--- src/rtl/fft_bin_quantizer_if.sv ---
// Bin-sample bus for fft_bin_quantizer: complex bin samples in, quantized
// display levels and frame-peak index out.
interface fft_bin_quantizer_if #(
    parameter int WORD_WIDTH = 16,
    parameter int FFT_SIZE   = 128
);
    localparam int IDXW = $clog2(FFT_SIZE / 2);

    logic                    in_valid;
    logic [IDXW-1:0]         in_idx;
    logic [2*WORD_WIDTH-1:0] in_data;
    logic                    decay_en;
    logic                    out_valid;
    logic [IDXW-1:0]         out_idx;
    logic [3:0]              out_level;
    logic                    out_frame_done;
    logic [IDXW-1:0]         frame_peak_idx;

    modport master (
        output in_valid, in_idx, in_data, decay_en,
        input  out_valid, out_idx, out_level, out_frame_done, frame_peak_idx
    );

    modport slave (
        input  in_valid, in_idx, in_data, decay_en,
        output out_valid, out_idx, out_level, out_frame_done, frame_peak_idx
    );
endinterface

--- src/rtl/fft_bin_quantizer.sv ---
// Four-stage FFT bin quantizer: |z| approximation, log2 display level,
// optional per-bin peak hold with decay, and per-frame peak-bin tracking.
module fft_bin_quantizer #(
    parameter int WORD_WIDTH  = 16,
    parameter int FFT_SIZE    = 128,
    parameter int FLOOR_SHIFT = 2,
    parameter int DECAY_STEP  = 1
) (
    input  logic clk,
    input  logic reset,
    fft_bin_quantizer_if.slave bus
);
    localparam int NUM_BINS = FFT_SIZE / 2;
    localparam int IDXW     = $clog2(NUM_BINS);
    localparam int MW       = WORD_WIDTH + 1;
    localparam int MAGW     = 18;
    localparam logic [IDXW-1:0] LAST_IDX = IDXW'(NUM_BINS - 1);

    // Stage registers
    logic                s1_valid_reg, s2_valid_reg, s3_valid_reg;
    logic [IDXW-1:0]     s1_idx_reg, s2_idx_reg, s3_idx_reg;
    logic                s1_decay_reg, s2_decay_reg, s3_decay_reg;
    logic [MW-1:0]       s1_re_reg, s1_im_reg;
    logic [MW-1:0]       s2_mx_reg, s2_mn_reg;
    logic [MAGW-1:0]     s3_mag_reg;

    // Hold storage and read path
    logic [3:0]          hold_mem [NUM_BINS];
    logic [NUM_BINS-1:0] valid_vec_reg;
    logic [3:0]          hold_rd_reg;
    logic                hold_ok_reg;
    logic                fwd_hit_reg;
    logic [3:0]          fwd_val_reg;

    // Output and frame tracking
    logic                out_valid_reg;
    logic [IDXW-1:0]     out_idx_reg;
    logic [3:0]          out_level_reg;
    logic                out_frame_done_reg;
    logic [IDXW-1:0]     frame_peak_idx_reg;
    logic [3:0]          run_lvl_reg;
    logic [IDXW-1:0]     run_idx_reg;

    logic [MW-1:0]       comp_abs [2];
    logic [MAGW-1:0]     mag_next;
    logic [3:0]          hold_eff;
    logic [3:0]          level_next;
    logic [3:0]          cand_lvl;
    logic [IDXW-1:0]     cand_idx;
    int                  msb;
    int                  lvl_int;
    int                  decay_int;
    int                  level_int;

    // Index 0 is the imaginary part, index 1 the real part; one extra bit keeps |-2^(W-1)|.
    generate
        for (genvar gi = 0; gi < 2; gi++) begin : g_abs
            logic [WORD_WIDTH-1:0] comp;
            logic [MW-1:0]         comp_ext;
            assign comp        = bus.in_data[gi*WORD_WIDTH +: WORD_WIDTH];
            assign comp_ext    = {comp[WORD_WIDTH-1], comp};
            assign comp_abs[gi] = comp[WORD_WIDTH-1] ? (~comp_ext + MW'(1)) : comp_ext;
        end
    endgenerate

    assign mag_next = MAGW'(s2_mx_reg) + MAGW'(s2_mn_reg >> 2) + MAGW'(s2_mn_reg >> 3);

    always_comb begin
        msb = 0;
        for (int i = 0; i < MAGW; i++) begin
            if (s3_mag_reg[i]) msb = i;
        end
        lvl_int = (s3_mag_reg == '0) ? 0 : msb + 1 - FLOOR_SHIFT;
        if (lvl_int < 0)  lvl_int = 0;
        if (lvl_int > 15) lvl_int = 15;

        // The previous sample's write is not yet visible in the registered read.
        hold_eff = fwd_hit_reg ? fwd_val_reg : (hold_ok_reg ? hold_rd_reg : 4'd0);
        decay_int = int'(hold_eff) - DECAY_STEP;
        if (decay_int < 0) decay_int = 0;
        level_int  = (s3_decay_reg && decay_int > lvl_int) ? decay_int : lvl_int;
        level_next = 4'(level_int);

        cand_lvl = run_lvl_reg;
        cand_idx = run_idx_reg;
        if (s3_idx_reg == '0) begin
            cand_lvl = level_next;
            cand_idx = '0;
        end else if (level_next > run_lvl_reg ||
                     (level_next == run_lvl_reg && s3_idx_reg < run_idx_reg)) begin
            cand_lvl = level_next;
            cand_idx = s3_idx_reg;
        end
    end

    always_ff @(posedge clk) begin
        if (!reset) begin
            s1_valid_reg       <= 1'b0;
            s2_valid_reg       <= 1'b0;
            s3_valid_reg       <= 1'b0;
            s1_idx_reg         <= '0;
            s2_idx_reg         <= '0;
            s3_idx_reg         <= '0;
            s1_decay_reg       <= 1'b0;
            s2_decay_reg       <= 1'b0;
            s3_decay_reg       <= 1'b0;
            s1_re_reg          <= '0;
            s1_im_reg          <= '0;
            s2_mx_reg          <= '0;
            s2_mn_reg          <= '0;
            s3_mag_reg         <= '0;
            valid_vec_reg      <= '0;
            hold_ok_reg        <= 1'b0;
            fwd_hit_reg        <= 1'b0;
            fwd_val_reg        <= '0;
            out_valid_reg      <= 1'b0;
            out_idx_reg        <= '0;
            out_level_reg      <= '0;
            out_frame_done_reg <= 1'b0;
            frame_peak_idx_reg <= '0;
            run_lvl_reg        <= '0;
            run_idx_reg        <= '0;
        end else begin
            s1_valid_reg <= bus.in_valid;
            s1_idx_reg   <= bus.in_idx;
            s1_decay_reg <= bus.decay_en;
            s1_re_reg    <= comp_abs[1];
            s1_im_reg    <= comp_abs[0];

            s2_valid_reg <= s1_valid_reg;
            s2_idx_reg   <= s1_idx_reg;
            s2_decay_reg <= s1_decay_reg;
            s2_mx_reg    <= (s1_re_reg >= s1_im_reg) ? s1_re_reg : s1_im_reg;
            s2_mn_reg    <= (s1_re_reg >= s1_im_reg) ? s1_im_reg : s1_re_reg;

            s3_valid_reg <= s2_valid_reg;
            s3_idx_reg   <= s2_idx_reg;
            s3_decay_reg <= s2_decay_reg;
            s3_mag_reg   <= mag_next;
            hold_ok_reg  <= valid_vec_reg[s2_idx_reg];
            fwd_hit_reg  <= s3_valid_reg && (s3_idx_reg == s2_idx_reg);
            fwd_val_reg  <= level_next;

            out_valid_reg      <= s3_valid_reg;
            out_idx_reg        <= s3_idx_reg;
            out_level_reg      <= level_next;
            out_frame_done_reg <= s3_valid_reg && (s3_idx_reg == LAST_IDX);

            if (s3_valid_reg) begin
                valid_vec_reg[s3_idx_reg] <= 1'b1;
                run_lvl_reg <= cand_lvl;
                run_idx_reg <= cand_idx;
                if (s3_idx_reg == LAST_IDX) frame_peak_idx_reg <= cand_idx;
            end
        end
    end

    // Hold memory: written with the emitted level, read one stage ahead.
    always_ff @(posedge clk) begin
        if (s3_valid_reg) hold_mem[s3_idx_reg] <= level_next;
        hold_rd_reg <= hold_mem[s2_idx_reg];
    end

    assign bus.out_valid      = out_valid_reg;
    assign bus.out_idx        = out_idx_reg;
    assign bus.out_level      = out_level_reg;
    assign bus.out_frame_done = out_frame_done_reg;
    assign bus.frame_peak_idx = frame_peak_idx_reg;
endmodule

--- src/flat_wrapper.sv ---
// flat-port wrapper written by rule: the top's interface ports become plain ports
module fft_bin_quantizer_flat 
#(
    parameter int WORD_WIDTH  = 16,
    parameter int FFT_SIZE    = 128,
    parameter int FLOOR_SHIFT = 2,
    parameter int DECAY_STEP  = 1
)
  (clk, reset, bus_in_valid, bus_in_idx, bus_in_data, bus_decay_en, bus_out_valid, bus_out_idx, bus_out_level, bus_out_frame_done, bus_frame_peak_idx);
  fft_bin_quantizer_if #(.WORD_WIDTH(WORD_WIDTH), .FFT_SIZE(FFT_SIZE)) bus_i ();
  input  logic clk;
  input  logic reset;
  input wire logic [$bits(bus_i.in_valid)-1:0] bus_in_valid;
  input wire logic [$bits(bus_i.in_idx)-1:0] bus_in_idx;
  input wire logic [$bits(bus_i.in_data)-1:0] bus_in_data;
  input wire logic [$bits(bus_i.decay_en)-1:0] bus_decay_en;
  output wire logic [$bits(bus_i.out_valid)-1:0] bus_out_valid;
  output wire logic [$bits(bus_i.out_idx)-1:0] bus_out_idx;
  output wire logic [$bits(bus_i.out_level)-1:0] bus_out_level;
  output wire logic [$bits(bus_i.out_frame_done)-1:0] bus_out_frame_done;
  output wire logic [$bits(bus_i.frame_peak_idx)-1:0] bus_frame_peak_idx;
  assign bus_i.in_valid = bus_in_valid;
  assign bus_i.in_idx = bus_in_idx;
  assign bus_i.in_data = bus_in_data;
  assign bus_i.decay_en = bus_decay_en;
  assign bus_out_valid = bus_i.out_valid;
  assign bus_out_idx = bus_i.out_idx;
  assign bus_out_level = bus_i.out_level;
  assign bus_out_frame_done = bus_i.out_frame_done;
  assign bus_frame_peak_idx = bus_i.frame_peak_idx;
  fft_bin_quantizer #(.WORD_WIDTH(WORD_WIDTH), .FFT_SIZE(FFT_SIZE), .FLOOR_SHIFT(FLOOR_SHIFT), .DECAY_STEP(DECAY_STEP)) u_core (.clk(clk), .reset(reset), .bus(bus_i));
endmodule
--- config.mk ---
export PLATFORM = sky130hd
export DESIGN_NAME = fft_bin_quantizer_flat
export DESIGN_NICKNAME = d
export VERILOG_FILES = /design/src/rtl/fft_bin_quantizer_if.sv /design/src/rtl/fft_bin_quantizer.sv /design/src/flat_wrapper.sv
export SDC_FILE = /design/constraint.sdc
export NUM_CORES = 1
export LEC_CHECK = 0
export ABC_AREA = 1
export CORE_MARGIN = 2
export CORE_UTILIZATION = 61
export DETAILED_ROUTE_END_ITERATION = 16
export PLACE_DENSITY_LB_ADDON = 0.3
export SYNTH_ARGS = -nofsm -noshare
export SYNTH_HDL_FRONTEND = slang
export SYNTH_SLANG_ARGS = --single-unit
--- constraint.sdc ---
create_clock -name clk -period 6.6 [get_ports clk]
set_clock_uncertainty 0.15 [all_clocks]
set_input_delay 1.32 -clock clk [delete_from_list [all_inputs] [get_ports clk]]
set_output_delay 1.32 -clock clk [all_outputs]
set_load 0.05 [all_outputs]
Word level (Yosys, flattened, before mapping)
Memories as Yosys holds them, arrays and structs flattened. A register that Yosys moved wholly into a read port is not among the register bits.
Cells that the tools add are included.
- register bits after elaboration: 204
- RAM bits: 256
- output and inout port bits: 18
- bits of input ports: 42
- memories: 1
- eq/ne operators: 3
- $lt $le $gt $ge: 10
- add/subtract/negate cells: 7
- reduce and logical (&&, ||, !) cells: 13
- muxes and demuxes: 38
- bitwise gates (word level): 3
- memory list (memory ; depth ; width ; read ports ; clocked after Yosys merged registers in ; write ports ; line ; source):
    u_core.hold_mem ; 64 ; 4 ; 1 ; 1 ; 1 ; fft_bin_quantizer.sv:28 ; logic [3:0] hold_mem [NUM_BINS];
- operator list (kind ; number):
    32-bit two-way mux ; 20
    32-bit by 1-bit less-than comparator with 1-bit output, second input constant ; 2
    64-bit OR ; 1
    17-bit by 1-bit adder with 17-bit output, second input constant ; 2
    17-bit two-way mux ; 2
    17-bit NOT ; 2
    32-bit by 2-bit adder with 32-bit output, second input constant ; 1
    32-bit > comparator ; 1
    32-bit by 5-bit > comparator with 1-bit output, second input constant ; 1
    32-bit by 3-bit subtractor with 32-bit output, second input constant ; 1
    15-bit two-way mux ; 2
    4-bit two-way mux ; 5
    17-bit by 15-bit adder with 18-bit output ; 1
    18-bit by 14-bit adder with 18-bit output ; 1
    18-bit logical NOT ; 1
    17-bit >= comparator ; 1
    6-bit by 7-bit less-than comparator with 1-bit output, second input constant ; 2
    6-bit two-way mux ; 2
    2-bit AND reduction ; 4
    1-bit binary-select mux with 6-bit select ; 1
    1-bit demux with 6-bit select ; 1
    6-bit equality test ; 1
    6-bit equality test, second input constant ; 1
    6-bit by 1-bit >= comparator with 1-bit output, second input constant ; 1
    other kinds (9) ; 17

Depth between registers and ports, before layout
- depth in word-level cells: 32
- mapped depth: 45
- gate-level depth less buffers: 45

Least setup slack after synthesis
No wires, ideal clock.
- path kind: register to register
- start: register u_core.s3_mag_reg[2]
- end: register u_core.run_lvl_reg[1]
- path buffers: 0
- data arrival time: 4.950 ns
- period minus slack after synthesis: 5.161 ns
- path slack: 1.439 ns
- stages on the path, launching flop included: 45
- cell sequence: dfxtp_1 -> inv_1 -> nand2_1 -> nand2_1 -> nand2_1 -> nand2_1 -> nand2_1 -> nand2_1 -> nand2_1 -> nand2_1 -> nand2_1 -> nand2_1 -> nand2_1 -> nand2_1 -> nand2_1 -> nand2_2 -> nand2_4 -> nand4_1 -> [... 9 more ...] -> inv_1 -> nand2_1 -> o211ai_1 -> nand3_1 -> inv_1 -> nand2_1 -> nand2_1 -> ha_1 -> nand2_1 -> inv_1 -> nand3_1 -> o31ai_2 -> nand2_1 -> nand2_1 -> inv_1 -> a21oi_1 -> o21ai_1 -> inv_1
- cells in the longest elaborated chain, start to end: 31
- elaborated cells between the ends (all ways): 35
- those cells by class: 2 x add/sub; 4 x order compare; 1 x eq/ne; 22 x mux; 6 x reduce/logical
- ends and longest elaborated chain (item ; line ; source):
    start, declared ; fft_bin_quantizer.sv:25 ; logic [MAGW-1:0] s3_mag_reg;
    start signal, assigned ; fft_bin_quantizer.sv:139 ; s3_mag_reg <= mag_next;
    32-bit two-way mux (16 in series) ; fft_bin_quantizer.sv:71 ; if (s3_mag_reg[i]) msb = i;
    32-bit by 2-bit adder with 32-bit output ; fft_bin_quantizer.sv:73 ; lvl_int = (s3_mag_reg == '0) ? 0 : msb + 1 - FLOOR_SHIFT;
    32-bit by 3-bit subtractor with 32-bit output ; fft_bin_quantizer.sv:73 ;
    32-bit two-way mux (*) ; fft_bin_quantizer.sv:73 ;
    32-bit by 1-bit less-than comparator with 1-bit output ; fft_bin_quantizer.sv:74 ; if (lvl_int < 0) lvl_int = 0;
    32-bit two-way mux (*) ; fft_bin_quantizer.sv:74 ;
    32-bit by 5-bit > comparator with 1-bit output ; fft_bin_quantizer.sv:75 ; if (lvl_int > 15) lvl_int = 15;
    32-bit two-way mux (*) ; fft_bin_quantizer.sv:75 ;
    32-bit > comparator ; fft_bin_quantizer.sv:81 ; level_int = (s3_decay_reg && decay_int > lvl_int) ? decay_int : lvl_int;
    1-bit logical AND ; fft_bin_quantizer.sv:81 ;
    4-bit two-way mux (*) ; fft_bin_quantizer.sv:81 ;
    parallel branches: the longest is 5 deep, another holds 4-bit > comparator ; n/a ;
    end signal, assigned ; fft_bin_quantizer.sv:151 ; run_lvl_reg <= cand_lvl;
    end, declared ; fft_bin_quantizer.sv:41 ; logic [3:0] run_lvl_reg;
Mark *: on every way between the ends. The select of a mux whose other input is x is not followed.
A chain may end at the register's enable or synchronous reset.

Worst setup path in the final report
- start: register u_core.s3_mag_reg[5]
- end: register u_core.run_lvl_reg[1]
- cells in the longest elaborated chain, start to end: 28
- elaborated cells between the ends (all ways): 32
- those cells by class: 2 x add/sub; 4 x order compare; 1 x eq/ne; 19 x mux; 6 x reduce/logical
- ends and longest elaborated chain (item ; line):
    32-bit two-way mux (13 in series) ; fft_bin_quantizer.sv:71
    32-bit by 2-bit adder with 32-bit output ; fft_bin_quantizer.sv:73
    32-bit by 3-bit subtractor with 32-bit output ; fft_bin_quantizer.sv:73
    32-bit two-way mux (*) ; fft_bin_quantizer.sv:73
    32-bit by 1-bit less-than comparator with 1-bit output ; fft_bin_quantizer.sv:74
    32-bit two-way mux (*) ; fft_bin_quantizer.sv:74
    32-bit by 5-bit > comparator with 1-bit output ; fft_bin_quantizer.sv:75
    32-bit two-way mux (*) ; fft_bin_quantizer.sv:75
    32-bit > comparator ; fft_bin_quantizer.sv:81
    1-bit logical AND ; fft_bin_quantizer.sv:81
    4-bit two-way mux (*) ; fft_bin_quantizer.sv:81
    parallel branches: the longest is 5 deep, another holds 4-bit > comparator ; n/a
Marks and branches as above.

==> impl_metrics.tcl <==
set metrics [dict create \
    status "finished clean" \
    r2r-start "u_core.s3_mag_reg[5]$_SDFF_PN0_" \
    p_leak_nw 8.716 \
    synth_edf_count 256 \
    start_util_pct 61.61 \
    synth-compound-area-share_pct 13.70 \
    cts_root_buf "clkbuf_16" \
    dr.pass1.iters 6 \
    cts_hold_buf 0 \
    io_buffer_count 59 \
    yosysSeqAreaShare_pct 59.27 \
    avgSynthCellArea_um2 9.371 \
    htree_levels 2 \
    ys.flop_type "edfxtp_1" \
    io_pins 60 \
    hold_violations 0 \
    crit_arrival_ps 5790 \
    overflow 0 \
    post-route-min-period_ps 5444 \
    hp-class "reg2reg" \
    clk_pin_slew_ps 60 \
    postCtsSetupBuffers 0 \
    grt_pass1_vias 14380 \
    ant_nets 0 \
    fillers 2377 \
    dieWidth_um 184.6 \
    worst_slew_pin_slew_ps 1112 \
    clk_latency_ps 550 \
    routabilityCongestion 0.9020 \
    syn_inst 2123 \
    multiInputGateArea_mm2 0.006867 \
    fin_nets 2249 \
    antenna_found_initial 0 \
    post_cts_resized 0 \
    cpMaxStageDelayCell "o31ai_2" \
    r2r_cells 34 \
    fin_util_pct 68.81 \
    cts_made_buffers 46 \
    synthXorXnorAreaFrac_pct 0.04403 \
    grt_max_degree 111 \
    largest_reg_flops 256 \
    start_kind "flip-flop" \
    yosys_warnings 0 \
    die_h_um 184.6 \
    core_region_area_mm2 0.03229 \
    crit_path_frequent_cell "nand2_1" \
    grt_use_total_pct 27.39 \
    finalInstanceArea_mm2 0.02222 \
    synth_top_family_by_area "simple AND/OR/NAND/NOR gates" \
    synth_simple_gate_area_share_pct 16.04 \
    fin_setup_tns_ps 0 \
    cp_max_fo 13 \
    endpoint "u_core.run_lvl_reg[1]$_SDFFE_PN0P_" \
    relSlewSlack_pct 25.89 \
    worstSetupPathType "reg2reg" \
    cts_buffer_depth 3 \
    cts_tree "done" \
    dp_hpwl_um 29150 \
    die_area_mm2 0.03407 \
    fmax_ghz 0.1837 \
    antennaDiodeCount 0 \
    ys_types 53 \
    drt_iter0_markers 1783 \
    drv_slew 0 \
    rows 66 \
    muxShareOfSynthArea_pct 0 \
    power_density_mw_per_mm2 353.6 \
    wl_per_cell_um 17.90 \
    drv_cap 0 \
    ys_ff_latch 461 \
    grt_setup_unrepaired "false" \
    drive_above_1_share_pct 5.418 \
    grt_pass1_wl_um 73510 \
    reg2reg_slack_ps 1160 \
    crit_start "u_core.s3_mag_reg[5]$_SDFF_PN0_" \
    area_delta_synth_final_pct 11.69 \
    place_area_mm2 0.02071 \
    cp.required_ps 6940 \
    netlist_area_mm2 0.01989 \
    timing.final.crit_share_pct 82.48 \
    vias 15210 \
    slowest_delay_ps 700 \
    cts_sinks 461 \
    vdd_drop_max_uv 409.2 \
    synthArstFlopShare_pct 0 \
    cp-end-kind "flip-flop" \
    rr_endpoint "u_core.run_lvl_reg[1]$_SDFFE_PN0P_" \
    fin_cells 2620 \
    finalSetupViolCount 0 \
    wl_um 46890 \
    synthAdderAreaFrac_pct 4.654 \
    routed_via_density 5.804 \
    drc 0 \
    totalPowerFinal_w 0.007858 \
    seq_area_mm2 0.01180 \
    dp_cells 2536 \
]
-- worst min-delay path by stage --
stage / end / depth (start not counted) / slack, ps / startpoint
floorplan: u_core.s2_decay_reg$_SDFF_PN0_ / 2 / 240 / u_core.s1_decay_reg$_SDFF_PN0_
CTS: u_core.s2_idx_reg[1]$_SDFF_PN0_ / 2 / 260 / u_core.s1_idx_reg[1]$_SDFF_PN0_
finish: u_core.s2_idx_reg[0]$_SDFF_PN0_ / 2 / 250 / u_core.s1_idx_reg[0]$_SDFF_PN0_
global placement: u_core.s2_valid_reg$_SDFF_PN0_ / 2 / 240 / u_core.s1_valid_reg$_SDFF_PN0_
global route: u_core.s2_idx_reg[1]$_SDFF_PN0_ / 2 / 280 / u_core.s1_idx_reg[1]$_SDFF_PN0_
detailed placement: u_core.s2_idx_reg[1]$_SDFF_PN0_ / 2 / 250 / u_core.s1_idx_reg[1]$_SDFF_PN0_
-- cells by family (layout without fill, tap and decap cells) --
family / after synthesis / count (layout)
AND/OR/NAND/NOR: 799 / 799
AO/OA/AOI/OAI: 481 / 481
flip-flops: 461 / 461
buffers and inverters: 315 / 369
adder cells (fa/ha/maj): 65 / 65
other: 1 / 2
XOR/XNOR: 1 / 1
-- cells in the final DEF, fill, tap and decap left out, drive strengths merged, types with 31 or more instances in the layout --
master           n
nor2           511
o21ai          259
edfxtp         256
inv            212
nand2          209
dfxtp          205
a21oi           88
o22ai           72
clkbuf          67
clkdlybuf4s50   58
ha              50
nand3           31
-- final cells by class --
| cell class | count | share of cell area, % |
|---|---|---|
| Clock buffer | 67 | 6.093 |
| Clock inverter | 17 | 0.7095 |
| Inverter | 212 | 3.593 |
| Multi-Input combinational cell | 1348 | 30.90 |
| Sequential cell | 461 | 53.09 |
| Tap cell | 442 | 2.489 |
| Timing Repair Buffer | 73 | 3.120 |
-- metal layers --
layer  routed length, um  GRT usage [%]
met1               18990          35.36
met2               22460          46.98
met3                3686          3.932
met4                1759          10.34
met5                   0              0
-- synthesized netlist by cell type, drive strengths merged (15+ instances only) --
library cell / number / area (um2)
o22ai: 72 / 450.4
fa: 15 / 300.3
nand2: 209 / 812.0
inv: 212 / 795.8
dfxtp: 205 / 4104
edfxtp: 256 / 7687
nor2: 511 / 1923
o221ai: 26 / 227.7
a21oi: 88 / 444.2
nand3: 31 / 185.2
clkbuf: 74 / 287.8
nor3: 26 / 130.1
ha: 50 / 625.6
buf: 29 / 163.9
o21ai: 259 / 1311
-- per-stage QoR --
stage | setup slack (ps) | hold slack [ps]
6_report | 1156 | 254.4
5_1_grt | 580.1 | 281.0
4_1_cts | 1135 | 260.2
3_5_place_dp | 1179 | 246.6
3_3_place_gp | 1479 | 243.8
2_1_floorplan | 1439 | 240.5
-- power by group --
group          total [W]  switching (W)  internal (W)  leakage, nW
Combinational    0.00157        0.00118      0.000389         4.00
Clock            0.00259        0.00105       0.00154        0.738
Sequential       0.00370      0.0000615       0.00364         3.98
-- critical path, delay by kind of cell, from the launching register on --
family	cells	cell delay, ps
compound gates	6	1400
fa+ha+maj	3	670
buf+inv	7	450
flops	1	310
simple gates	18	2450
No activity file was read; power rests on OpenSTA's default activity.
